## src/rtl/game_pkg.sv

```systemverilog
// Shared definitions for the game logic blocks.
// Scan FSM encodings and position width defaults.
package game_pkg;

   localparam int GAME_POS_WIDTH = 8;

   localparam logic [1:0] IDLE   = 2'd0;
   localparam logic [1:0] SCAN   = 2'd1;
   localparam logic [1:0] FINISH = 2'd2;

   function automatic int idx_width(input int n);
      return (n > 1) ? $clog2(n) : 1;
   endfunction

endpackage

```

## src/rtl/pos_match.sv

```systemverilog
// One probe against the segment currently under scan.
// An absent probe or segment never matches.
module pos_match
   import game_pkg::*;
#(
   parameter int POS_WIDTH = GAME_POS_WIDTH
) (
   input  logic [POS_WIDTH-1:0] probe_pos,
   input  logic                 probe_valid,
   input  logic [POS_WIDTH-1:0] seg_pos,
   input  logic                 seg_active,
   output logic                 match
);

   assign match = probe_valid && seg_active && (probe_pos == seg_pos);

endmodule

```

## src/rtl/collision_scan_unit.sv

```systemverilog
// Frame-based collision scan: one segment per clock, all probes in parallel.
// Results update once per scan and are held until the next done pulse.
module collision_scan_unit
   import game_pkg::*;
#(
   parameter int NUM_SEGMENTS = 7,
   parameter int NUM_PROBES   = 2,
   parameter int POS_WIDTH    = GAME_POS_WIDTH,
   localparam int IDX_W       = idx_width(NUM_SEGMENTS)
) (
   input  logic                             clk,
   input  logic                             reset,
   input  logic                             start,
   input  logic [NUM_PROBES*POS_WIDTH-1:0]   probe_pos,
   input  logic [NUM_PROBES-1:0]             probe_valid,
   input  logic [NUM_SEGMENTS*POS_WIDTH-1:0] seg_pos,
   input  logic [NUM_SEGMENTS-1:0]           seg_active,
   output logic                             busy,
   output logic                             done,
   output logic [NUM_PROBES-1:0]             hit_flags,
   output logic [NUM_PROBES*IDX_W-1:0]       hit_index,
   output logic [NUM_SEGMENTS-1:0]           seg_hit_mask
);

   logic [1:0]                        state;
   logic [IDX_W-1:0]                  seg_idx;
   logic [NUM_PROBES*POS_WIDTH-1:0]   probe_q;
   logic [NUM_PROBES-1:0]             valid_q;
   logic [POS_WIDTH-1:0]              seg_q [NUM_SEGMENTS];
   logic [NUM_SEGMENTS-1:0]           active_q;

   logic [NUM_PROBES-1:0]             acc_hit;
   logic [NUM_PROBES-1:0]             acc_hit_nx;
   logic [NUM_PROBES*IDX_W-1:0]       acc_idx;
   logic [NUM_PROBES*IDX_W-1:0]       acc_idx_nx;
   logic [NUM_SEGMENTS-1:0]           acc_mask;
   logic [NUM_SEGMENTS-1:0]           acc_mask_nx;

   logic [NUM_PROBES-1:0]             match;
   logic [POS_WIDTH-1:0]              cur_pos;
   logic                              cur_active;
   logic                              last;

   assign cur_pos    = seg_q[seg_idx];
   assign cur_active = active_q[seg_idx];
   assign last       = (seg_idx == IDX_W'(NUM_SEGMENTS - 1));

   for (genvar g = 0; g < NUM_PROBES; g++) begin : g_probe
      pos_match #(
         .POS_WIDTH (POS_WIDTH)
      ) u_match (
         .probe_pos   (probe_q[g*POS_WIDTH +: POS_WIDTH]),
         .probe_valid (valid_q[g]),
         .seg_pos     (cur_pos),
         .seg_active  (cur_active),
         .match       (match[g])
      );
   end

   // First hit wins the index; later hits only keep the flag set.
   always_comb begin
      acc_hit_nx  = acc_hit | match;
      acc_idx_nx  = acc_idx;
      acc_mask_nx = acc_mask;
      for (int k = 0; k < NUM_PROBES; k++) begin
         if (match[k] && !acc_hit[k])
            acc_idx_nx[k*IDX_W +: IDX_W] = seg_idx;
      end
      if (|match)
         acc_mask_nx[seg_idx] = 1'b1;
   end

   always_ff @(posedge clk) begin
      if (!reset) begin
         state        <= IDLE;
         seg_idx      <= '0;
         busy         <= 1'b0;
         done         <= 1'b0;
         hit_flags    <= '0;
         hit_index    <= '0;
         seg_hit_mask <= '0;
         acc_hit      <= '0;
         acc_idx      <= '0;
         acc_mask     <= '0;
         probe_q      <= '0;
         valid_q      <= '0;
         active_q     <= '0;
         for (int i = 0; i < NUM_SEGMENTS; i++)
            seg_q[i] <= '0;
      end else begin
         unique case (state)
            IDLE: begin
               if (start) begin
                  probe_q  <= probe_pos;
                  valid_q  <= probe_valid;
                  active_q <= seg_active;
                  for (int i = 0; i < NUM_SEGMENTS; i++)
                     seg_q[i] <= seg_pos[i*POS_WIDTH +: POS_WIDTH];
                  acc_hit  <= '0;
                  acc_idx  <= '0;
                  acc_mask <= '0;
                  seg_idx  <= '0;
                  busy     <= 1'b1;
                  state    <= SCAN;
               end
            end
            SCAN: begin
               acc_hit  <= acc_hit_nx;
               acc_idx  <= acc_idx_nx;
               acc_mask <= acc_mask_nx;
               seg_idx  <= seg_idx + 1'b1;
               // Publish on the last slot so done lands in the FINISH cycle.
               if (last) begin
                  hit_flags    <= acc_hit_nx;
                  hit_index    <= acc_idx_nx;
                  seg_hit_mask <= acc_mask_nx;
                  done         <= 1'b1;
                  busy         <= 1'b0;
                  state        <= FINISH;
               end
            end
            FINISH: begin
               done  <= 1'b0;
               state <= IDLE;
            end
            default: begin
               done  <= 1'b0;
               busy  <= 1'b0;
               state <= IDLE;
            end
         endcase
      end
   end

endmodule

```

## config.mk

```make
export PLATFORM = sky130hd
export DESIGN_NAME = collision_scan_unit
export DESIGN_NICKNAME = d
export VERILOG_FILES = /design/src/rtl/game_pkg.sv /design/src/rtl/pos_match.sv /design/src/rtl/collision_scan_unit.sv
export SDC_FILE = /design/constraint.sdc
export NUM_CORES = 1
export LEC_CHECK = 0
export CAP_MARGIN = 20
export CORE_MARGIN = 1.5
export CORE_UTILIZATION = 47
export CTS_CLUSTER_SIZE = 20
export DETAILED_ROUTE_END_ITERATION = 10
export PLACE_DENSITY = 0.75
export SYNTH_ARGS = -nofsm -noshare
export SYNTH_HDL_FRONTEND = slang
export SYNTH_SLANG_ARGS = --single-unit
```

## constraint.sdc

```tcl
create_clock -name clk -period 2.9 [get_ports clk]
set_input_delay 0.87 -clock clk [delete_from_list [all_inputs] [get_ports clk]]
set_output_delay 0.87 -clock clk [all_outputs]
set_load 0.05 [all_outputs]
```

After elaboration in Yosys (flattened, before gate mapping)
Memories as Yosys holds them, arrays and structs flattened. A register that Yosys moved wholly into a read port is not among the register bits. Index checks and enable logic that the tools add are counted.

Input bits: 84. Memories kept: 1. Register bits after elaboration: 62. Memory bits (writable): 56.

Reductions and logical operators: 18. Equal/unequal tests: 7. $add $sub $neg: 1. Bitwise logic cells: 11. Muxes and demuxes: 37. Magnitude comparators: 2.

Memories: seg_q (words 7, bits a word 8, rd ports 1, clocked after Yosys merged registers in 1, write ports 7, RTL line collision_scan_unit.sv:29) `logic [POS_WIDTH-1:0] seg_q [NUM_SEGMENTS];`.

Operators with widths (number): two-way mux 8 bit (7); equality test 8 bit (2); two-way mux 3 bit (5); two-way mux 7 bit (2); case mux 7 bit (2 select lines) (1); case mux 6 bit (2 select lines) (1); two-way mux 1 bit (10); AND reduction 2 bit (5); case mux 2 bit (2 select lines) (2); logical AND 1 bit (7); bitwise OR 1 bit (7); bitwise OR 7 bit (1); two-way mux 2 bit (3); two-way mux 6 bit (1); case mux 3 bit (2 select lines) (1); less-than comparator 3 x 4 -> 1 bit, second input constant (1); != test 2 bit, second input constant (2); adder 3 x 1 -> 3 bit, second input constant (1); binary-select mux 1 bit (select 3 bit) (1); demux 1 bit (select 3 bit) (1); equality test 3 bit, second input constant (1); >= comparator 3 x 1 -> 1 bit, second input constant (1); case mux 1 bit (3 select lines) (1); AND reduction 3 bit (1); 9 further kinds (11).

Longest topological paths before layout
Gate-level depths: netlist of the first run.

Depth in word-level cells: 7. Depth in mapped cells: 10.

Modules after synthesis
From an unflattened synthesis of the first run, not the netlist that was laid out.

Cell total of the unflattened synthesis: 442. Area, all modules: 5170.0 sq um.

Modules (own cells, without submodules): collision_scan_unit (cells an instance 418, area each 4977.3 sq um, times used 1); pos_match (cells an instance 12, area each 96.3 sq um, times used 2).

Worst setup path after synthesis of the first run
Ideal clock, no wire load.

Path kind: input to register. From: input start. To: memory seg_q[0][0] (netlist bit) (enable). Path slack: -0.092 ns. Stages: 4. Buffers on the path: 1. Required time: 2.488 ns. Arrival time: 2.579 ns. Setup time: 0.412 ns. Cell sequence: nor3b_1 nor2b_1 buf_6 inv_1.

RTL lines: start: declaration (RTL line collision_scan_unit.sv:13) `input logic start,`; end: declaration (RTL line collision_scan_unit.sv:29).

==> results.yml, run 1 <==
clock_tree:
  cts_root_buffer: "clkbuf_8"
  post-cts-setup-buffers: 0
  clk_pin_slew_ns: 0.05
  cts_tree: "yes"
  cts.sinks: 121
  cts_buffers: 17
  clockBufferDepth: 2
  clk_latency_ns: 0.52
  htreeDepth: 4
  cts_hold_buf: 0
logic_synthesis:
  yosysSeqAreaShare_pct: 57.0
  syn_area_um2: 5230
  synthArstFlopShare_pct: 0
  synth_cell_types: 52
  synth_edf_count: 56
  synthFlopType: "dfxtp_1"
  yosysWarnings: 0
  ys_seq_elements: 121
  syn_nets: 541
  synth_cells: 455
  syn_area_per_cell_um2: 11.5
floorplanning:
  dieArea_um2: 11800
  coreArea_um2: 10800
  boundaryPins: 101
  initial_core_util_pct: 48.3
  num_rows: 38
  die_x_um: 109
  die_h_um: 109
sta:
  fin_skew_ns: 0.0102
  setup_violations: 0
  min_period_ns: 2.69
  rsz0062_at_grt: "false"
  holdWs_ns: 0.466
  max_slew_margin_pct: 52.8
  fin_crit_sh_pct: 92.9
  hold_viol: 0
  fmax_ghz: 0.371
  tightest_slew_ns: 0.706
  setup_tns_ns: 0
  slew_violations: 0
layout:
  drive_gt1_share_pct: 10.8
  instances_no_fill: 707
  nets: 640
  diodes: 0
  final_area_um2: 6940
  syn2layout_area_growth_pct: 32.7
  multiInputGateArea_um2: 2080
  fill_cells: 833
  seqCellArea_um2: 2980
power:
  p_leak_uw: 0.00272
  p_total_uw: 4450
  ir_drop_mv: 0.390
  power_density_nw_per_um2: 640
worst_setup_path:
  start_kind: "register"
  required_ns: 3.31
  crit_fanout: 12
  path_class: "register to register"
  endpoint_kind: "register"
  cp.arrival_ns: 3.10
route:
  wire_per_inst_um: 17.5
  drtIter0Drc: 346
  dr.pass1.iters: 5
  vias_per_cell: 5.58
  vias: 3943
  drcViolationCount: 0
  wl_mm: 12.4
  ant_nets: 0
global_route:
  grt_pass1_vias: 3710
  track_usage_pct: 21.1
  antenna_found_initial: 0
  grt_pass1_wl_mm: 18.7
  grt_max_degree: 57
  overflow: 0
min_path:
  hp-start: "acc_mask[6]"
  hp-class: "register to register"
placement:
  post_dp_cell_area_um2: 6360
  portBuffers: 100
  dp_cells: 675
  place_congestion: 0.869
  dp_hpwl_mm: 8.37
status:
  status: "complete, no violations"
job:
  cap_violations: 0
==> timing repair <==
action,CTS,global route
endpoints found under the hold margin,0,0
gates resized for setup,0,3
endpoints found under the setup margin,0,3
==> cell usage after synthesis, drive strengths merged (4+ instances only) <==
cell type	instances	share of area (%)
a211oi	4	0.57
edfxtp	56	32
nand2	21	1.5
dfxtp	65	25
o22ai	7	0.84
nand2b	11	1.3
mux2	4	0.86
a22o	32	5.4
nand3	4	0.38
nor4	5	1.6
mux2i	17	3.3
and3	49	5.9
a21oi	17	1.6
o21ai	17	1.6
nor2	25	1.8
nor3	4	0.38
a211o	7	1.2
and2	14	1.7
inv	4	0.29
xnor2	14	2.3
clkbuf	20	1.4
a31oi	8	1.6
buf	14	2.0
nor2b	11	1.3
==> kinds of logic after synthesis <==
| group | share of synthesized area (%) |
|---|---|
| fa+ha+maj | 0.478 |
| compound gates | 14.9 |
| simple gates | 17.2 |
| flops | 57.0 |
| mux | 4.11 |
| buf+inv | 3.75 |
| xor+xnor | 2.51 |
==> placed cells by master (no fill, tap or decap), types with 4 or more instances in the layout <==
cell,instances
dfxtp_1,65
a211o_1,7
edfxtp_1,56
nand2b_1,11
clkbuf_16,16
nor2_1,25
nand2_1,21
a21oi_1,17
a211oi_1,4
nand3_1,4
clkdlybuf4s50_1,99
and3_1,49
a31oi_2,4
buf_4,12
o22ai_1,7
nor2b_1,10
o21ai_1,4
a22o_1,32
and2_1,14
mux2_2,4
mux2i_1,17
xnor2_1,14
clkbuf_1,4
nor3_1,4
nor4_4,4
o21ai_0,13
==> worst paths after layout <==
| path | to | depth (start not counted) | slack, ns |
|---|---|---|---|
| worst max-delay path | acc_mask[4] | 9 | 0.21 |
| worst min-delay path | acc_mask[6] | 2 | 0.47 |
| worst max register to register | acc_mask[4] | 9 | 0.21 |
| worst min register to register | acc_mask[6] | 2 | 0.47 |
==> per-stage QoR <==
step                      setup WS, ns  utilization, %
after floorplan                  0.308               -
final                            0.206            64.1
after global routing            0.0398            64.1
after detailed placement         0.168            58.7
after global placement           0.175            58.7
after CTS                        0.111            63.9
==> metal layers <==
layer / vias to the layer above / track usage, % / wire length [um]
met3: 15 / 4.94 / 712
met2: 139 / 31.3 / 5870
met1: 1908 / 29.6 / 5660
met4: 0 / 9.02 / 155
met5: - / 0 / 0
li1: 1881 / - / -
==> report_power, final <==
group	switching, uW	leakage, uW	internal [uW]	total [uW]
Sequential	55.8	0.00113	1900	1960
Clock	705	0.000268	1290	2000
Combinational	242	0.00132	253	495
==> critical path: stages (launching register included) <==
cell     delay [ns]
dfxtp_1        0.42
buf_4          0.21
nor2b_1        0.06
a211o_1        0.26
a31oi_1        0.31
xnor2_1        0.17
nor4_4         0.33
a22oi_2        0.17
or3_4          0.43
o41ai_2        0.24
==> registers in the layout (all words and copies together), names as in the netlist, named ones only <==
name and count:
hit_flags 2, active_q 7, state 2, hit_index 6, seg_idx 3, done 1, busy 1, acc_hit 2
seg_q 56, probe_q 16, acc_idx 6, seg_hit_mask 7, valid_q 2, acc_mask 7
==> area by class of cell <==
cell class | instances | area share [%]
inverter | 4 | 0.270
timing repair buffer | 114 | 16.2
tap | 140 | 2.52
clock inverter | 11 | 1.89
sequential | 121 | 43.0
multi-input combinational | 296 | 30.0
clock buffer | 21 | 6.18
Note: power is estimated with default switching activity, not from simulation.
==> inputs of run 2 (changes only) <==
CORE_UTILIZATION = 45   (was 47)
PLACE_DENSITY = 0.73   (was 0.75)
==> results.yml, run 2 (synthesis gave the netlist of run 1 again) <==
route:
  wire_per_inst_um: 17.8
  wl_mm: 12.7
  drtIter0Drc: 272
  vias_per_cell: 5.54
  ant_nets: 0
  dr.pass1.iters: 5
  drcViolationCount: 0
  vias: 3930
global_route:
  grt_util_met1_pct: 28.8
  track_usage_pct: 21.0
  grt_max_degree: 57
  antenna_found_initial: 0
  grtUsageMet2_pct: 32.6
  overflow: 0
  met3_usage_pct: 5.74
  grt_pass1_wl_mm: 20.1
  grt_pass1_vias: 3784
  busiest_layer: "met2"
layout:
  instances_no_fill: 710
  final_area_um2: 6980
  largest_register_ffs: 56
  diodes: 0
  largestRegisters: "seg_q: 56 flops, probe_q: 16 flops"
  nets: 640
  drive_gt1_share_pct: 11.5
  syn2layout_area_growth_pct: 33.4
  mostFrequentLayoutCell: "clkdlybuf4s50_1"
  mostFrequentLayoutCells: "99 x clkdlybuf4s50_1, 65 x dfxtp_1, 56 x edfxtp_1"
  regMostFlops: "seg_q"
worst_setup_path:
  critPathSlowestCell: "or3_4"
  required_ns: 3.21
  critPathTopFamily: "simple AND/OR/NAND/NOR gates"
  path_class: "register to register"
  start_kind: "register"
  endpoint_kind: "register"
  cp.arrival_ns: 3.07
  crit_fanout: 6
  path_cells: "mux2_2 -> o211ai_1 -> o221ai_1 -> xor2_1 -> nor4_2 -> a22oi_2 -> or3_4 -> o41ai_2"
  crit_buf_inv: 0
  slowest_delay_ns: 0.43
floorplanning:
  coreArea_um2: 11400
  boundaryPins: 101
  die_x_um: 111
  die_h_um: 111
  dieArea_um2: 12300
  initial_core_util_pct: 46.0
  num_rows: 39
placement:
  post_dp_cell_area_um2: 6390
  place_congestion: 0.843
  dp_hpwl_mm: 8.67
  portBuffers: 100
  dp_cells: 678
sta:
  slew_violations: 0
  rsz0062_at_grt: "false"
  holdWs_ns: 0.448
  setup_violations: 0
  fmax_ghz: 0.362
  setup_tns_ns: 0
  hold_viol: 0
  min_period_ns: 2.77
  max_slew_margin_pct: 55.1
  tightest_slew_ns: 0.672
  fin_skew_ns: 0.00553
  fin_crit_sh_pct: 95.4
power:
  p_leak_uw: 0.00274
  power_density_nw_per_um2: 644
  ir_drop_mv: 0.420
  p_total_uw: 4490
clock_tree:
  cts_buffers: 17
  cts_tree: "yes"
  clk_latency_ns: 0.41
  clockBufferDepth: 2
  htreeDepth: 4
  clk_pin_slew_ns: 0.06
  cts.sinks: 121
  cts_hold_buf: 0
  cts_root_buffer: "clkbuf_16"
job:
  cap_violations: 0
min_path:
  hp-class: "register to register"
status:
  status: "complete, no violations"
## run 2: area by class of cell
cell class / instances / area, um2
inverter: 4 / 18.8
clock buffer: 18 / 429
fill: 920 / 4390
multi-input combinational: 296 / 2070
tap: 143 / 179
sequential: 121 / 2980
clock inverter: 14 / 150
timing repair buffer: 114 / 1150
## run 2: worst reg2reg max path: cells and delay by family (launching register included)
kind | cells | cell delay (ns)
and+or+nand+nor | 2 | 0.84
AOI/OAI and AO/OA | 4 | 0.82
xor gates and xnor gates | 1 | 0.23
DFF | 1 | 0.42
muxes | 1 | 0.37
## run 2: report_power, final
part	total, uW	internal (uW)	switching [uW]	leakage, uW
clock	2050	1270	780	0.000278
combinational	492	253	238	0.00133
sequential	1950	1900	55.6	0.00113
total	4490	3420	1070	0.00274
## run 2: timing repair
| action | CTS | global route |
|---|---|---|
| endpoints found under the setup margin | 0 | 1 |
| setup buffers | 0 | 0 |
| resized for setup | 0 | 1 |
## run 2: per-layer routing
layer / wire, um / vias up / part of all wire (%)
li1: - / 1879 / -
met1: 5750 / 1908 / 45
met2: 6160 / 132 / 49
met3: 632 / 11 / 5.0
met4: 119 / 0 / 0.94
met5: 0 / - / 0
## run 2: path summary, 6_finish.rpt
path              depth (start not counted)  slack, ns        start           to
hold reg to reg                           2       0.45  acc_mask[6]  acc_mask[6]
setup / recovery                          8       0.13     register  acc_mask[4]
hold / removal                            2       0.45  acc_mask[6]  acc_mask[6]
setup reg to reg                          8       0.13     register  acc_mask[4]
## run 2: stage by stage
stage               worst slack [ns]  util [%]
floorplan                      0.308         -
global placement               0.230      56.2
detailed placement             0.153      56.2
CTS                            0.122      61.3
global route                0.000934      61.4
finish                         0.135      61.4
